===== src/rtl/axis_throttler_if.sv =====
// ----------------------------------------------------------------------------
// axis_throttler_if
//  Minimal AXI4-Stream bundle (tvalid / tready / tdata) used on both sides of
//  the throttler.
//  Parameter:
//   AXIS_TDATA_WIDTH  width of tdata in bits
//  Signals:
//   tvalid  beat valid, driven by the master
//   tready  beat accepted when tvalid & tready, driven by the slave
//   tdata   beat payload, driven by the master
//  Modports:
//   master  drives tvalid/tdata, observes tready
//   slave   observes tvalid/tdata, drives tready
// ----------------------------------------------------------------------------
interface axis_throttler_if #(
   parameter int AXIS_TDATA_WIDTH = 32
);
   logic                        tvalid;
   logic                        tready;
   logic [AXIS_TDATA_WIDTH-1:0] tdata;

   modport master (
      output tvalid,
      output tdata,
      input  tready
   );

   modport slave (
      input  tvalid,
      input  tdata,
      output tready
   );
endinterface


===== src/rtl/axis_throttler.sv =====
// ----------------------------------------------------------------------------
// axis_throttler
//  AXI4-Stream decimator. Of every group of 2^log_throttle accepted input
//  beats, one output beat is produced one clock after the last beat of the
//  group is accepted. The output stage is a single register with full
//  tvalid/tready flow control; input is stalled while that register holds a
//  beat the consumer has not taken.
//
//  Build option:
//   AXIS_THROTTLER_AVG_EN  when defined, the output beat is the signed mean
//                          of the group (sum >>> N) instead of its last beat.
//
//  Parameter:
//   AXIS_TDATA_WIDTH  payload width (must match both interfaces)
//  Ports:
//   aclk          rising-edge clock
//   aresetn       asynchronous active-low reset
//   log_throttle  decimation exponent N, ratio = 2^N (0..31)
//   S_AXIS        input stream  (slave modport)
//   M_AXIS        output stream (master modport), registered
// ----------------------------------------------------------------------------
module axis_throttler #(
   parameter int AXIS_TDATA_WIDTH = 32
) (
   input  logic                   aclk,
   input  logic                   aresetn,
   input  logic [4:0]             log_throttle,
   axis_throttler_if.slave        S_AXIS,
   axis_throttler_if.master       M_AXIS
);

   localparam int W = AXIS_TDATA_WIDTH;

   logic [4:0]   log_shadow;
   logic [31:0]  cnt;
   logic [31:0]  cnt_eff;
   logic [31:0]  group_mask;
   logic         rate_change;
   logic         s_ready;
   logic         accept;
   logic         group_last;
   logic         m_valid;
   logic [W-1:0] m_data;
   logic [W-1:0] load_data;

   // Input is taken whenever the output register is empty or being drained
   // this cycle; held off entirely while in reset.
   assign s_ready       = aresetn & (~m_valid | M_AXIS.tready);
   assign S_AXIS.tready = s_ready;
   assign M_AXIS.tvalid = m_valid;
   assign M_AXIS.tdata  = m_data;

   // A rate change restarts the group in the same cycle, so a beat accepted
   // alongside the change is index 0 of a group sized by the new exponent.
   // The mask form 2^N-1 stays inside 32 bits even for N=31.
   always_comb begin
      rate_change = (log_throttle != log_shadow);
      cnt_eff     = rate_change ? 32'd0 : cnt;
      group_mask  = ~(32'hFFFF_FFFF << log_throttle);
      accept      = S_AXIS.tvalid & s_ready;
      group_last  = accept && (cnt_eff == group_mask);
   end

`ifdef AXIS_THROTTLER_AVG_EN
   localparam int AW = W + 32;

   logic signed [AW-1:0] acc;
   logic signed [AW-1:0] acc_eff;
   logic signed [AW-1:0] acc_sum;
   logic signed [AW-1:0] acc_mean;

   // Running signed sum of the group; the last beat is folded in
   // combinationally so the mean is available on the loading edge.
   always_comb begin
      acc_eff   = rate_change ? '0 : acc;
      acc_sum   = acc_eff + $signed({{32{S_AXIS.tdata[W-1]}}, S_AXIS.tdata});
      acc_mean  = acc_sum >>> log_throttle;
      load_data = acc_mean[W-1:0];
   end

   // Accumulator restarts after each completed group and on rate change.
   always_ff @(posedge aclk or negedge aresetn) begin
      if (!aresetn) begin
         acc <= '0;
      end else if (group_last) begin
         acc <= '0;
      end else if (accept) begin
         acc <= acc_sum;
      end else begin
         acc <= acc_eff;
      end
   end
`else
   // Selection mode: the last beat of each group is forwarded unchanged.
   always_comb begin
      load_data = S_AXIS.tdata;
   end
`endif

   // Beat counter and exponent shadow. Gaps in tvalid leave the count alone.
   always_ff @(posedge aclk or negedge aresetn) begin
      if (!aresetn) begin
         cnt        <= 32'd0;
         log_shadow <= 5'd0;
      end else begin
         log_shadow <= log_throttle;
         if (group_last) begin
            cnt <= 32'd0;
         end else if (accept) begin
            cnt <= cnt_eff + 32'd1;
         end else begin
            cnt <= cnt_eff;
         end
      end
   end

   // Output register. A new load wins over a drain in the same cycle, so
   // tvalid stays high and the payload is replaced. Data is only written on
   // a load, so it holds steady while the consumer stalls.
   always_ff @(posedge aclk or negedge aresetn) begin
      if (!aresetn) begin
         m_valid <= 1'b0;
         m_data  <= '0;
      end else if (group_last) begin
         m_valid <= 1'b1;
         m_data  <= load_data;
      end else if (M_AXIS.tready) begin
         m_valid <= 1'b0;
      end
   end

endmodule


===== src/flat_wrapper.sv =====
// flat-port wrapper written by rule: the top's interface ports become plain ports
module axis_throttler_flat 
#(
   parameter int AXIS_TDATA_WIDTH = 32
)
  (aclk, aresetn, log_throttle, S_AXIS_tvalid, S_AXIS_tdata, S_AXIS_tready, M_AXIS_tvalid, M_AXIS_tdata, M_AXIS_tready);
  axis_throttler_if #(.AXIS_TDATA_WIDTH(AXIS_TDATA_WIDTH)) S_AXIS_i ();
  axis_throttler_if #(.AXIS_TDATA_WIDTH(AXIS_TDATA_WIDTH)) M_AXIS_i ();
  input  logic aclk;
  input  logic aresetn;
  input  logic [4:0] log_throttle;
  input wire logic [$bits(S_AXIS_i.tvalid)-1:0] S_AXIS_tvalid;
  input wire logic [$bits(S_AXIS_i.tdata)-1:0] S_AXIS_tdata;
  output wire logic [$bits(S_AXIS_i.tready)-1:0] S_AXIS_tready;
  output wire logic [$bits(M_AXIS_i.tvalid)-1:0] M_AXIS_tvalid;
  output wire logic [$bits(M_AXIS_i.tdata)-1:0] M_AXIS_tdata;
  input wire logic [$bits(M_AXIS_i.tready)-1:0] M_AXIS_tready;
  assign S_AXIS_i.tvalid = S_AXIS_tvalid;
  assign S_AXIS_i.tdata = S_AXIS_tdata;
  assign S_AXIS_tready = S_AXIS_i.tready;
  assign M_AXIS_tvalid = M_AXIS_i.tvalid;
  assign M_AXIS_tdata = M_AXIS_i.tdata;
  assign M_AXIS_i.tready = M_AXIS_tready;
  axis_throttler #(.AXIS_TDATA_WIDTH(AXIS_TDATA_WIDTH)) u_core (.aclk(aclk), .aresetn(aresetn), .log_throttle(log_throttle), .S_AXIS(S_AXIS_i), .M_AXIS(M_AXIS_i));
endmodule

===== config.mk =====
export PLATFORM = sky130hd
export DESIGN_NAME = axis_throttler_flat
export DESIGN_NICKNAME = d
export VERILOG_FILES = /design/src/rtl/axis_throttler_if.sv /design/src/rtl/axis_throttler.sv /design/src/flat_wrapper.sv
export SDC_FILE = /design/constraint.sdc
export NUM_CORES = 1
export LEC_CHECK = 0
export CAP_MARGIN = 20
export CELL_PAD_IN_SITES_DETAIL_PLACEMENT = 1
export CELL_PAD_IN_SITES_GLOBAL_PLACEMENT = 2
export CORE_ASPECT_RATIO = 0.75
export CORE_UTILIZATION = 33
export CTS_BUF_LIST = sky130_fd_sc_hd__clkbuf_8 sky130_fd_sc_hd__clkbuf_16
export DETAILED_ROUTE_END_ITERATION = 8
export PLACE_DENSITY = 0.78
export SLEW_MARGIN = 30
export SYNTH_ARGS = -nofsm -noshare
export SYNTH_HDL_FRONTEND = slang
export SYNTH_SLANG_ARGS = --single-unit

===== constraint.sdc =====
create_clock -name aclk -period 2.87 [get_ports aclk]
set_input_delay 0.861 -clock aclk [delete_from_list [all_inputs] [get_ports aclk]]
set_output_delay 0.861 -clock aclk [all_outputs]
set_load 0.1 [all_outputs]

After elaboration in Yosys (flattened, before gate mapping). Cells that the tools add are included.

Flip-flop bits (word level): 70. Bits in latches: 0. Logic and storage cells: 20. Bits in read-only memories: 0. Output and inout port bits: 34. Input bits: 41. Memories kept: 0. Memory bits (writable): 0.

Shift operators: 1. Div/mod/pow operators: 0. Bitwise gates (word level): 5. $mul: 0. Reductions and logical operators: 2. $add $sub $neg: 1. Order comparisons: 0. Eq/ne operators: 2. Multiplexer cells: 5.

Operators with widths (count): $mux 32 (3); $add 32x1->32 const B (1); $eq 32x32->1 (1); $not 32->32 (1); $shl 32x5->32 const A (1); $ne 5x5->1 (1); $and 1x1->1 (2); $mux 1 (2); $reduce_bool 2->1 (1); $logic_and 1x1->1 (1); $not 1->1 (1); $or 1x1->1 (1).

Depth between registers and ports, before layout.
Depth after elaboration: 6. Gate-level depth with buffers: 14. Gate-level depth less buffers: 11.

Worst setup path before layout. OpenSTA, ideal clock, no wires.

Path kind: input -> register. Start point: in log_throttle[2]. End point: reg u_core.cnt[26]. Setup time: 136 ps. Setup slack: -258 ps. Stages on the path: 14. Arrival time: 2992 ps. Cell sequence: buf_6 -> xnor2_2 -> and4_1 -> buf_4 -> buf_6 -> and3_1 -> ha_1 -> nand4_1 -> nor3_1 -> nand4_1 -> or2_2 -> nor2_1 -> xnor2_1 -> nor3_1.

Longest elaborated chain between the ends: 5. Elaborated cells on any way between the ends: 9. Classes of those cells: 1 x add/sub; 2 x eq/ne; 1 x shift; 3 x mux; 1 x bitwise; 1 x reduce/logical.

RTL lines: start: declaration (RTL line flat_wrapper.sv:11) `input logic [4:0] log_throttle;`; $ne 5x5->1 / $shl 32x5->32 (equally long branches) (RTL line axis_throttler.sv:57, axis_throttler.sv:59); $mux 32 / $not 32->32 (equally long branches) (RTL line axis_throttler.sv:58, axis_throttler.sv:59); $add 32x1->32 / $eq 32x32->1 (equally long branches) (RTL line axis_throttler.sv:110, axis_throttler.sv:61); $mux 32 / $logic_and 1x1->1 (equally long branches) (RTL line axis_throttler.sv:109, axis_throttler.sv:61); $mux 32 (*) (RTL line axis_throttler.sv:107) `if (group_last) begin`; end signal: assignment (RTL line axis_throttler.sv:110) `cnt <= cnt_eff + 32'd1;`; end signal: assignment (RTL line axis_throttler.sv:112) `cnt <= cnt_eff;`; end: declaration (RTL line axis_throttler.sv:35) `logic [31:0] cnt;`.

Every way passes the cells marked *; elsewhere a longest branch is shown, timed or not. A chain may end at the register's enable or synchronous reset.

Final worst setup path.
Start point: in log_throttle[0]. End point: reg u_core.m_data[6], in the netlist u_core.M_AXIS.tdata[6].

Longest elaborated chain between the ends: 4. Elaborated cells on any way between the ends: 6. Classes of those cells: 2 x eq/ne; 1 x shift; 1 x mux; 1 x bitwise; 1 x reduce/logical.

RTL lines: $shl 32x5->32 / $ne 5x5->1 (equally long branches) (RTL line axis_throttler.sv:59, axis_throttler.sv:57); $not 32->32 / $mux 32 (equally long branches) (RTL line axis_throttler.sv:59, axis_throttler.sv:58); $eq 32x32->1 (*) (RTL line axis_throttler.sv:61) `group_last = accept && (cnt_eff == group_mask);`; $logic_and 1x1->1 (*) (RTL line axis_throttler.sv:61); end signal: assignment (RTL line axis_throttler.sv:126) `m_data <= load_data;`; end: declaration (RTL line axis_throttler.sv:43) `logic [W-1:0] m_data;`.

Marks and branches as above.

==> flow_summary.json <==
{
  "status": "finished with violations",
  "violations": "setup timing",
  "hold_viol_final": 0,
  "vias": 4236,
  "grt_use_met2_pct": 43.3,
  "drt_iter0_drc": 266,
  "avgViaCountPerCell": 5.60,
  "cap_violations": 0,
  "combPwrFrac_pct": 15.8,
  "cts_tree": "built",
  "post_synth_num_cell_types": 55,
  "fin_crit_sh_pct": 118,
  "crit_arrival_ns": 3.60,
  "met1_usage_pct": 35.4,
  "fmax_mhz": 296,
  "io_pins": 75,
  "gp_congestion": 0.930,
  "cts_root_buffer": "clkbuf_16",
  "clk_latency_ns": 0.34,
  "setup_viol": 64,
  "setup_ws_ns": -0.514,
  "syn_area_per_cell_sq_um": 9.96,
  "power.internal_w": 0.00176,
  "power_density_nw_per_um2": 359,
  "synth_edf_count": 0,
  "rows": 35,
  "grt_max_degree": 40,
  "cp_max_fo": 6,
  "grt_pass1_vias": 4482,
  "layout_common_cells": "115 x buf_4, 70 x dfrtp_1, 34 x clkdlybuf4s50_1, 32 x mux2_4, 26 x nand2_1",
  "initial_core_util_pct": 33.9,
  "h-tree-depth": 3,
  "fin_util_pct": 55.1,
  "clk_pin_slew_ns": 0.06,
  "async_flop_share_pct": 100,
  "r2r_start": "u_core.log_shadow[0]",
  "clockBufferDepth": 2,
  "leakage_nw": 2.85,
  "final_common_cell": "buf_4",
  "numCtsBuffers": 9,
  "die_h_microns": 99.2,
  "syn-num-nets": 459,
  "grt_remaining_overflow": 0,
  "postRouteAntennaNets": 0,
  "wl_per_cell_microns": 23.8,
  "route.detailed.drc": 0,
  "grt_usage_pct": 27.0,
  "syn2layout_area_growth_pct": 62.7,
  "whs_ns": 0.512,
  "netlist_instances": 417,
  "worstPathRequired_ns": 3.09,
  "top_usage_layer": "met2",
  "startpoint_type": "primary input",
  "swShare_pct": 27.3,
  "grt_first_pass_wirelength_microns": 26500,
  "use_met3_pct": 7.24,
  "drive_above_1_share_pct": 45.7,
  "crit_start": "log_throttle[0]",
  "die_w_microns": 132,
  "worstMarginPinSlew_ns": 0.561,
  "slew_violations": 0,
  "core_sq_um": 12300,
  "crit_path_end_kind": "flop",
  "diodes": 0,
  "ir_drop_mv": 0.278,
  "period_minus_slack_ns": 3.38,
  "die_area_sq_um": 13000,
  "hpwl_microns": 11200,
  "port_buffers": 74,
  "cts_sinks": 70,
  "yosys_warnings": 0,
  "ys.flop_type": "dfrtp_1",
  "placed_area_sq_um": 5530,
  "min_path_type": "flop to flop",
  "first_pass_iters": 5,
  "power.switching_w": 0.000663,
  "syn_area_sq_um": 4150,
  "rsz0062_at_grt": "yes",
  "antenna_found_initial": 0,
  "yosysSeqAreaShare_pct": 42.2,
  "min_from": "u_core.M_AXIS.tdata[11]",
  "drt-total-wl_microns": 18000,
  "critical_path_class": "primary input to flop",
  "fin_worst_skew_ns": 0.0135,
  "relSlewSlack_pct": 62.6,
  "final_area_sq_um": 6760,
  "synth-seq-cells": 70,
  "pwr-share-seq_pct": 41.2,
  "clkPwrFrac_pct": 43.0,
  "layout.nets": 628
}
-- layout make-up --
class | instances | area (sq um)
Multi-Input combinational cell | 308 | 2630
Tap cell | 166 | 208
Timing Repair Buffer | 188 | 1860
Sequential cell | 70 | 1750
Clock inverter | 7 | 41.3
Clock buffer | 9 | 225
Fill cell | 1333 | 5510
Inverter | 9 | 37.5
-- worst max-delay path, cell delays in order --
cell	delay, ns
buf_8	0.12
xnor2_4	0.19
buf_4	0.15
nand4_4	0.10
o32ai_4	0.36
o41ai_4	0.16
a311oi_1	0.37
nand4_1	0.31
and3b_2	0.37
buf_12	0.15
buf_12	0.13
mux2_4	0.30
-- through the flow --
stage                     setup WS, ns  instances  TNS, ns  power [W]
after floorplan                 -0.146        417    -4.86    0.00112
after global placement           -1.02        709   -62.53    0.00128
after detailed placement         -1.05        709   -64.14    0.00129
after CTS                       -0.219        751    -9.40    0.00239
after global routing            -0.545        757   -29.97    0.00250
final                           -0.514        757   -27.73    0.00243
-- timing repair --
action | CTS | global route
hold buffers | 0 | 0
setup buffers | 21 | 6
resized for setup | 119 | 39
endpoints found under the setup margin | 65 | 63
pin swaps | 36 | 21
gates cloned | 6 | 2
-- logic make-up after synthesis --
| kind of cell | Yosys count | synth area share (%) |
|---|---|---|
| flip-flops | 70 | 42.2 |
| adder cells (fa/ha/maj) | 1 | 0.301 |
| multiplexers | 32 | 11.3 |
| buffers and inverters | 39 | 6.06 |
| XOR/XNOR | 38 | 8.20 |
| AO/OA/AOI/OAI | 72 | 11.9 |
| AND/OR/NAND/NOR | 165 | 20.1 |
-- registers in the layout (all words and copies together), names as in the netlist --
| signal | flops |
|---|---|
| u_core.M_AXIS.tdata | 32 |
| u_core.cnt | 32 |
| u_core.log_shadow | 5 |
| u_core.M_AXIS.tvalid | 1 |
-- cell usage after synthesis (5+ instances only) --
cell,n,share of area (%)
clkbuf_1,8,0.72
a21oi_1,16,1.9
o21ai_0,20,2.4
mux2_4,29,10
nand2_1,29,2.6
nor2_1,31,2.8
and3_1,15,2.3
xnor2_1,20,4.2
dfrtp_1,70,42
nand4_1,14,2.1
nand3_1,16,1.9
inv_1,9,0.81
xor2_1,17,3.6
buf_2,12,1.4
nor3_1,38,4.6
a31oi_1,5,0.75
-- final timing paths --
check | cells past startpoint | end | slack [ns]
worst max register to register | 11 | u_core.M_AXIS.tdata[6] | -0.32
worst min register to register | 1 | u_core.M_AXIS.tdata[11] | 0.51
worst max-delay path | 12 | u_core.M_AXIS.tdata[6] | -0.51
worst min-delay path | 1 | u_core.M_AXIS.tdata[11] | 0.51
min in group asynchronous | 3 | u_core.M_AXIS.tdata[18] | 0.68
max in group asynchronous | 3 | u_core.cnt[29] | 1.76
-- routing by layer --
metal / wire [microns] / up-vias
li1: - / 1856
met1: 7900 / 2146
met2: 8390 / 193
met3: 1250 / 41
met4: 495 / 0
met5: 0 / -
-- power groups by stage --
stage | sequential, W | combinational [W] | clock, W
floorplan | 0.00101 | 0.000103 | 0
global placement | 0.00101 | 0.000268 | 0
detailed placement | 0.00101 | 0.000273 | 0
CTS | 0.000998 | 0.000345 | 0.00105
global route | 0.00100 | 0.000401 | 0.00110
finish | 0.00100 | 0.000383 | 0.00104
No activity file was read; power rests on OpenSTA's default activity.
